## src/rtl/seg7_scan_capture_if.sv

```systemverilog
// rtl/seg7_scan_capture_if.sv - segment bus, digit strobe and captured-digit signals of the 7-seg scan receiver
interface seg7_scan_capture_if #(
    parameter int NUM_DIG = 4
);
    logic [6:0]           seg_in;
    logic [NUM_DIG-1:0]   dig_sel;
    logic [4*NUM_DIG-1:0] bcd_out;
    logic [NUM_DIG-1:0]   dig_valid;
    logic                 frame_done;
    logic                 pat_err;

    // Display side: drives the segment bus and strobes, observes the recovered digits
    modport master (
        output seg_in,
        output dig_sel,
        input  bcd_out,
        input  dig_valid,
        input  frame_done,
        input  pat_err
    );

    // Receiver side
    modport slave (
        input  seg_in,
        input  dig_sel,
        output bcd_out,
        output dig_valid,
        output frame_done,
        output pat_err
    );
endinterface

```

## src/rtl/seg7_scan_capture.sv

```systemverilog
// rtl/seg7_scan_capture.sv - 7-seg scan receiver recovering BCD digits (option: SEG7_BLANK_DECODE_EN)
module seg7_scan_capture #(
    parameter int NUM_DIG    = 4,
    parameter int STABLE_CYC = 4
) (
    input  logic               clk,
    input  logic               rst_n,
    seg7_scan_capture_if.slave bus
);

    typedef enum logic [1:0] {
        IDLE    = 2'd0,
        SETTLE  = 2'd1,
        CAPTURE = 2'd2,
        HOLD    = 2'd3
    } state_t;

    localparam logic [8:0] LP_STABLE = 9'(STABLE_CYC);

    logic [6:0]           r_seg;
    logic [NUM_DIG-1:0]   r_sel;
    logic [6:0]           r_ref_seg;
    logic [NUM_DIG-1:0]   r_ref_sel;
    logic [7:0]           r_cnt;
    state_t               r_state;
    logic [4*NUM_DIG-1:0] r_bcd;
    logic [NUM_DIG-1:0]   r_dig_valid;
    logic                 r_frame_done;
    logic                 r_pat_err;

    logic                 w_sel_valid;
    logic                 w_match;
    logic                 w_stable;
    logic [3:0]           w_dec_val;
    logic                 w_dec_bad;
    logic [NUM_DIG-1:0]   w_cap_mask;
    logic [NUM_DIG-1:0]   w_dv_base;
    logic [NUM_DIG-1:0]   w_dv_next;

    // Sample stage: every decision below is taken on these registered copies
    always_ff @(posedge clk) begin
        if (!rst_n) begin
            r_seg <= '0;
            r_sel <= '0;
        end else begin
            r_seg <= bus.seg_in;
            r_sel <= bus.dig_sel;
        end
    end

    // A select is usable only when exactly one strobe bit is high
    always_comb begin
        w_sel_valid = (r_sel != '0) && ((r_sel & (r_sel - 1'b1)) == '0);
        w_match     = (r_seg == r_ref_seg) && (r_sel == r_ref_sel);
        w_stable    = ({1'b0, r_cnt} + 9'd1) >= LP_STABLE;
    end

    // Segment pattern {a..g} to BCD; anything off-table becomes 4'hF and flags an error
    always_comb begin
        w_dec_val = 4'hF;
        w_dec_bad = 1'b0;
        case (r_ref_seg)
            7'b1111110: w_dec_val = 4'd0;
            7'b0110000: w_dec_val = 4'd1;
            7'b1101101: w_dec_val = 4'd2;
            7'b1111001: w_dec_val = 4'd3;
            7'b0110011: w_dec_val = 4'd4;
            7'b1011011: w_dec_val = 4'd5;
            7'b1011111: w_dec_val = 4'd6;
            7'b1110000: w_dec_val = 4'd7;
            7'b1111111: w_dec_val = 4'd8;
            7'b1111011: w_dec_val = 4'd9;
`ifdef SEG7_BLANK_DECODE_EN
            7'b0000000: w_dec_val = 4'hA;
`endif
            default: begin
                w_dec_val = 4'hF;
                w_dec_bad = 1'b1;
            end
        endcase
    end

    // The clear that follows frame_done never hides a capture landing in the same cycle
    always_comb begin
        w_cap_mask = (r_state == CAPTURE) ? r_ref_sel : '0;
        w_dv_base  = r_frame_done ? '0 : r_dig_valid;
        w_dv_next  = w_dv_base | w_cap_mask;
    end

    // Capture FSM with stability counter and registered digit/frame/error outputs
    always_ff @(posedge clk) begin
        if (!rst_n) begin
            r_state      <= IDLE;
            r_ref_seg    <= '0;
            r_ref_sel    <= '0;
            r_cnt        <= '0;
            r_bcd        <= '0;
            r_dig_valid  <= '0;
            r_frame_done <= 1'b0;
            r_pat_err    <= 1'b0;
        end else begin
            r_dig_valid  <= w_dv_next;
            r_frame_done <= (w_dv_next == {NUM_DIG{1'b1}}) && (w_dv_base != {NUM_DIG{1'b1}});

            case (r_state)
                IDLE: begin
                    if (w_sel_valid) begin
                        r_state   <= SETTLE;
                        r_ref_seg <= r_seg;
                        r_ref_sel <= r_sel;
                        r_cnt     <= 8'd1;
                    end
                end
                SETTLE: begin
                    if (w_match) begin
                        r_cnt <= r_cnt + 8'd1;
                        if (w_stable) begin
                            r_state <= CAPTURE;
                        end
                    end else if (!w_sel_valid) begin
                        r_state <= IDLE;
                        r_cnt   <= '0;
                    end else begin
                        r_ref_seg <= r_seg;
                        r_ref_sel <= r_sel;
                        r_cnt     <= 8'd1;
                    end
                end
                CAPTURE: begin
                    for (int k = 0; k < NUM_DIG; k++) begin
                        if (w_cap_mask[k]) begin
                            r_bcd[4*k +: 4] <= w_dec_val;
                        end
                    end
                    if (w_dec_bad) begin
                        r_pat_err <= 1'b1;
                    end
                    r_cnt   <= '0;
                    r_state <= HOLD;
                end
                HOLD: begin
                    if (!w_match) begin
                        if (w_sel_valid) begin
                            r_state   <= SETTLE;
                            r_ref_seg <= r_seg;
                            r_ref_sel <= r_sel;
                            r_cnt     <= 8'd1;
                        end else begin
                            r_state <= IDLE;
                            r_cnt   <= '0;
                        end
                    end
                end
                default: r_state <= IDLE;
            endcase
        end
    end

    assign bus.bcd_out    = r_bcd;
    assign bus.dig_valid  = r_dig_valid;
    assign bus.frame_done = r_frame_done;
    assign bus.pat_err    = r_pat_err;

endmodule

```

## src/flat_wrapper.sv

```systemverilog
// flat-port wrapper written by rule: the top's interface ports become plain ports
module seg7_scan_capture_flat 
#(
    parameter int NUM_DIG    = 4,
    parameter int STABLE_CYC = 4
)
  (clk, rst_n, bus_seg_in, bus_dig_sel, bus_bcd_out, bus_dig_valid, bus_frame_done, bus_pat_err);
  seg7_scan_capture_if #(.NUM_DIG(NUM_DIG)) bus_i ();
  input  logic clk;
  input  logic rst_n;
  input wire logic [$bits(bus_i.seg_in)-1:0] bus_seg_in;
  input wire logic [$bits(bus_i.dig_sel)-1:0] bus_dig_sel;
  output wire logic [$bits(bus_i.bcd_out)-1:0] bus_bcd_out;
  output wire logic [$bits(bus_i.dig_valid)-1:0] bus_dig_valid;
  output wire logic [$bits(bus_i.frame_done)-1:0] bus_frame_done;
  output wire logic [$bits(bus_i.pat_err)-1:0] bus_pat_err;
  assign bus_i.seg_in = bus_seg_in;
  assign bus_i.dig_sel = bus_dig_sel;
  assign bus_bcd_out = bus_i.bcd_out;
  assign bus_dig_valid = bus_i.dig_valid;
  assign bus_frame_done = bus_i.frame_done;
  assign bus_pat_err = bus_i.pat_err;
  seg7_scan_capture #(.NUM_DIG(NUM_DIG), .STABLE_CYC(STABLE_CYC)) u_core (.clk(clk), .rst_n(rst_n), .bus(bus_i));
endmodule
```

## config.mk

```make
export PLATFORM = sky130hd
export DESIGN_NAME = seg7_scan_capture_flat
export DESIGN_NICKNAME = d
export VERILOG_FILES = /design/src/rtl/seg7_scan_capture_if.sv /design/src/rtl/seg7_scan_capture.sv /design/src/flat_wrapper.sv
export SDC_FILE = /design/constraint.sdc
export NUM_CORES = 1
export LEC_CHECK = 0
export ABC_CLOCK_PERIOD_IN_PS = 2200
export BUFFER_PORTS_ARGS = -buffer_cell sky130_fd_sc_hd__buf_2
export CORE_ASPECT_RATIO = 1.4
export CORE_UTILIZATION = 57
export CTS_BUF_LIST = sky130_fd_sc_hd__clkbuf_16
export CTS_CLUSTER_SIZE = 14
export DETAILED_ROUTE_END_ITERATION = 16
export GPL_ROUTABILITY_DRIVEN = 0
export HOLD_SLACK_MARGIN = 0.08
export PLACE_DENSITY = 0.9
export SYNTH_ARGS = -nofsm -noshare
export SYNTH_HDL_FRONTEND = slang
export SYNTH_SLANG_ARGS = --single-unit
```

## constraint.sdc

```tcl
create_clock -name clk -period 2.2 [get_ports clk]
set_input_delay 0 -clock clk [delete_from_list [all_inputs] [get_ports clk]]
set_output_delay 0 -clock clk [all_outputs]
set_load 0.005 [all_outputs]
```

* After elaboration in Yosys (flattened, before gate mapping)
Index checks and enable logic that the tools add are counted.
Storage, ports and cells: bits in registers 54, input port bits 13, output and inout bits 22
Operators by class: $add $sub $neg 3, $lt $le $gt $ge 1, eq/ne operators 22, mux-type cells 21, bitwise gates (word level) 3, reductions and logical operators 17
Operators by type and width (number):
- $eq 7x7->1 const B | 8
- $pmux 4 s10 | 1
- $pmux 8 s4 | 1
- $mux 8 | 3
- $mux 4 | 4
- $eq 7x6->1 const B | 2
- $mux 7 | 2
- $pmux 7 s2 | 1
- $reduce_and 2->1 | 7
- $mux 2 | 5
- $reduce_or 10->1 | 1
- $add 8x1->9 const B | 1
- $ge 9x3->1 const B | 1
- $add 8x1->8 const B | 1
- $pmux 2 s4 | 1
- $pmux 4 s2 | 1
- $eq 7x7->1 | 1
- $ne 3x3->1 const B | 2
- $and 4x4->4 | 1
- $eq 2x2->1 const B | 2
- $eq 4x4->1 | 1
- $eq 4x4->1 const B | 1
- $logic_not 4->1 | 1
- $ne 2x2->1 const B | 2
- other kinds (13) | 16

* Depth between registers and ports, before layout
word-level depth 7, depth in mapped cells 7, depth with buffers taken out 5

* Worst setup path after synthesis
No wires, ideal clock.
path type register -> register, start register u_core.r_ref_seg[1], end register u_core.r_cnt[2], setup time 70 ps, arrival 1716 ps, required time 2130 ps, path slack 414 ps, stages on the path, launching flop included 7, clock period less this slack 1786 ps, cells stage by stage dfxtp_1 buf_2 xor2_1 nor4_4 nand4_1 or4b_1 a21oi_1
On the way: longest elaborated chain between the ends 4
Ends and longest elaborated chain:
- start, declared | RTL line seg7_scan_capture.sv:22 | logic [6:0] r_ref_seg;
- start signal, assigned | RTL line seg7_scan_capture.sv:109 | r_ref_seg <= r_seg;
- start signal, assigned | RTL line seg7_scan_capture.sv:124 | r_ref_seg <= r_seg;
- start signal, assigned | RTL line seg7_scan_capture.sv:145 | r_ref_seg <= r_seg;
- $eq 7x7->1 (*) | RTL line seg7_scan_capture.sv:54 | w_match = (r_seg == r_ref_seg) && (r_sel == r_ref_sel);
- $logic_and 1x1->1 (*) | RTL line seg7_scan_capture.sv:54
- $mux 8 / $ne 2x2->1 (equally long branches)
- $pmux 8 s4 / $reduce_and 2->1 (equally long branches)
- end signal, assigned | RTL line seg7_scan_capture.sv:116 | r_cnt <= r_cnt + 8'd1;
- end, declared | RTL line seg7_scan_capture.sv:24 | logic [7:0] r_cnt;
Mark *: on every way between the ends. The rest lies on a longest branch, timed or not. A chain may end at the register's enable or synchronous reset.

* Worst setup path in the final report
start register u_core.r_ref_seg[6], end register u_core.r_bcd[12] (netlist: u_core.bus.bcd_out[12])
On the way: longest elaborated chain between the ends 2
Ends and longest elaborated chain:
- $eq 7x7->1 / $eq 7x6->1 (equally long branches) | RTL line seg7_scan_capture.sv:62 | case (r_ref_seg)
- $pmux 4 s10 (*) | RTL line seg7_scan_capture.sv:62
- end signal, assigned by index | RTL line seg7_scan_capture.sv:132 | r_bcd[4*k +: 4] <= w_dec_val;
- end, declared | RTL line seg7_scan_capture.sv:26 | logic [4*NUM_DIG-1:0] r_bcd;
Marked as above.

==> results.sh <==
export IMPL_status="finished clean"
export IMPL_fin_crit_sh_pct=94.61
export IMPL_post_dp_cell_area_um2=2914
export IMPL_final_area_um2=3183
export IMPL_met3_usage_pct=4.673
export IMPL_drv_cap=0
export IMPL_synth_seq_cells=54
export IMPL_met1_usage_pct=30.87
export IMPL_fin_ws_ns=0.1186
export IMPL_syn_to_final_growth_pct=20.28
export IMPL_dieArea_um2=4923
export IMPL_holdPathStages=3
export IMPL_setup_viol=0
export IMPL_drv_slew=0
export IMPL_port_buffers=34
export IMPL_grt_pass1_wl_mm=10.32
export IMPL_synth_avg_cell_area_um2=8.676
export IMPL_busiest_layer="met2"
export IMPL_cp_startpoint="u_core.r_ref_seg[6]"
export IMPL_layout_common_cells="dfxtp_1 (54), nand2_1 (35), buf_2 (34)"
export IMPL_peakVddDrop_mv=0.5503
export IMPL_tightest_slew_ns=0.7570
export IMPL_hold_viol_final=0
export IMPL_worstSetupStartpointType="flip-flop"
export IMPL_start_util_pct=58.82
export IMPL_clk_path_buf_depth=2
export IMPL_reg2reg_depth=6
export IMPL_rsz0062_at_grt="no"
export IMPL_rr_startpoint="u_core.r_ref_seg[6]"
export IMPL_holdWs_ns=0.1113
export IMPL_cp_required_ns=2.36
export IMPL_maxSlewHeadroom_pct=49.48
export IMPL_die_h_um=82.62
export IMPL_remaining_drc_errors=0
export IMPL_hp_class="in2reg"
export IMPL_yosysWarnings=0
export IMPL_routed_wl_mm=6.258
export IMPL_antenna_found_initial=0
export IMPL_syn_num_nets=320
export IMPL_grt_ovfl_total=0
export IMPL_crit_type="reg2reg"
export IMPL_core_area_um2=4499
export IMPL_final_common_cell="dfxtp_1"
export IMPL_rows=29
export IMPL_drive_gt1_share_pct=18.29
export IMPL_pre_cts_ws_ns=-0.0003066
export IMPL_grt_usage_pct=27.54
export IMPL_clkLatencyLatePin_ns=0.29
export IMPL_grt_max_degree=23
export IMPL_clkTransAtPathRegs_ns=0.07
export IMPL_worstHoldStart="rst_n"
export IMPL_cts_setup_buffers=0
export IMPL_p_leak_nw=1.366
export IMPL_cts_root_buf="clkbuf_16"
export IMPL_path_max_fanout=12
export IMPL_cp_arrival_ns=2.24
export IMPL_routed_via_density=5.959
export IMPL_numCtsBuffers=5
export IMPL_die_w_um=59.59
export IMPL_async_flop_share_pct=0
export IMPL_post_drt_wl_per_cell_um=15.19
export IMPL_via_count=2455
export IMPL_grt_use_met2_pct=49.89
export IMPL_reg2reg_slack_ns=0.12
export IMPL_grt_pass1_vias=2277
export IMPL_antennaDiodeCount=0
export IMPL_synth_edf_count=0
export IMPL_cts_sinks=54
export IMPL_drt_iter0_drc=263
export IMPL_synth_seq_area_share_pct=40.85
export IMPL_reg2reg_to="u_core.bus.bcd_out[12]"
export IMPL_first_pass_iters=4
export IMPL_synth_flop_cell="dfxtp_1"
export IMPL_end_kind="flip-flop"
export IMPL_skew_ns=0.007039
export IMPL_hold_end="u_core.r_ref_seg[6]"
export IMPL_min_period_ns=2.081
export IMPL_synthCells=305
export IMPL_ant_nets=0
export IMPL_nets=364
export IMPL_htreeDepth=2
export IMPL_syn_area_um2=2646
export IMPL_dp_hpwl_mm=4.306
export IMPL_fmax_mhz=480.4
export IMPL_synth_cell_types=54
export IMPL_ios=35
export IMPL_cts_tree="done"
export IMPL_powerDensity_nw_per_um2=648.9
[kinds of logic (layout without fill, tap and decap cells)]
family | Yosys count | in the layout | share of synthesized area, %
AOI/OAI and AO/OA | 77 | 77 | 19.86
xor gates and xnor gates | 13 | 13 | 4.303
DFF | 54 | 54 | 40.85
and+or+nand+nor | 116 | 116 | 24.54
muxes | 12 | 12 | 4.539
adders and majority gates | 2 | 2 | 0.9455
buffers and inverters | 31 | 76 | 4.965
[layout make-up]
class | count | area (µm²)
clock buffer | 5 | 125.1
clock inverter | 3 | 21.27
fill | 373 | 1316
inverter | 7 | 26.28
multi-input combinational | 220 | 1451
sequential | 54 | 1081
tap | 62 | 77.57
timing repair buffer | 61 | 400.4
[worst max-delay path by stage]
stage / end / slack [ns] / cells after the start
after floorplan: u_core.r_cnt[2] / 0.41 / 6
after global placement: u_core.r_ref_seg[1] / 0.13 / 5
after detailed placement: u_core.r_ref_seg[3] / -0.0003 / 5
after CTS: u_core.bus.bcd_out[12] / 0.16 / 6
after global routing: u_core.bus.bcd_out[12] / 0.007 / 6
final: u_core.bus.bcd_out[12] / 0.12 / 6
[per-stage QoR]
stage	utilization, %	total power [mW]	TNS (ns)	cells
final	70.75	2.066	0	412
after global routing	70.75	2.143	0	412
after CTS	70.61	2.068	0	412
after detailed placement	64.77	1.289	-0.0003066	393
after global placement	64.77	1.280	0	393
after floorplan	-	1.222	0	305
[cell usage after synthesis (6+ instances only)]
cell type	n	area, µm²
and2_1	16	100.1
dfxtp_1	54	1081
a21oi_1	20	100.1
mux2i_1	12	120.1
a31oi_1	6	37.54
clkbuf_1	19	71.32
xor2_1	13	113.9
inv_1	7	26.28
nand2_1	35	131.4
o21ai_0	12	60.06
nor2_1	16	60.06
nand3_1	9	45.04
[layer usage]
metal / part of all wire (%) / up-vias
met1: 39 / 1157
met4: 3.5 / 0
li1: - / 1193
met3: 4.3 / 22
met2: 53 / 83
met5: 0 / -
[sequential cells by signal, indices dropped and copies added, names as in the netlist, named ones only]
signal,cells
u_core.r_ref_sel,4
u_core.bus.bcd_out,16
u_core.r_ref_seg,7
u_core.bus.pat_err,1
u_core.r_cnt,8
u_core.bus.frame_done,1
u_core.r_seg,7
u_core.bus.dig_valid,4
u_core.r_sel,4
u_core.r_state,1
[critical path, stage by stage (launching register included)]
cell       delay, ns
dfxtp_1         0.33
buf_4           0.17
or4_1           0.52
a21boi_1        0.21
o2111ai_1       0.21
a31oi_1         0.37
a21oi_1         0.13
[where the power goes]
| group | switching (mW) | leakage [nW] | internal [mW] | total (mW) |
|---|---|---|---|---|
| clock | 0.352 | 0.0698 | 0.422 | 0.774 |
| combinational | 0.146 | 0.857 | 0.112 | 0.258 |
| sequential | 0.0285 | 0.439 | 1.01 | 1.03 |
[timing repair]
action	in CTS	in global routing
cloned	0	0
setup endpoints to repair	11	1
gates resized for setup	1	1
endpoints found under the hold margin	11	0
hold buffers	11	0
(Power assumes the default switching activity.)
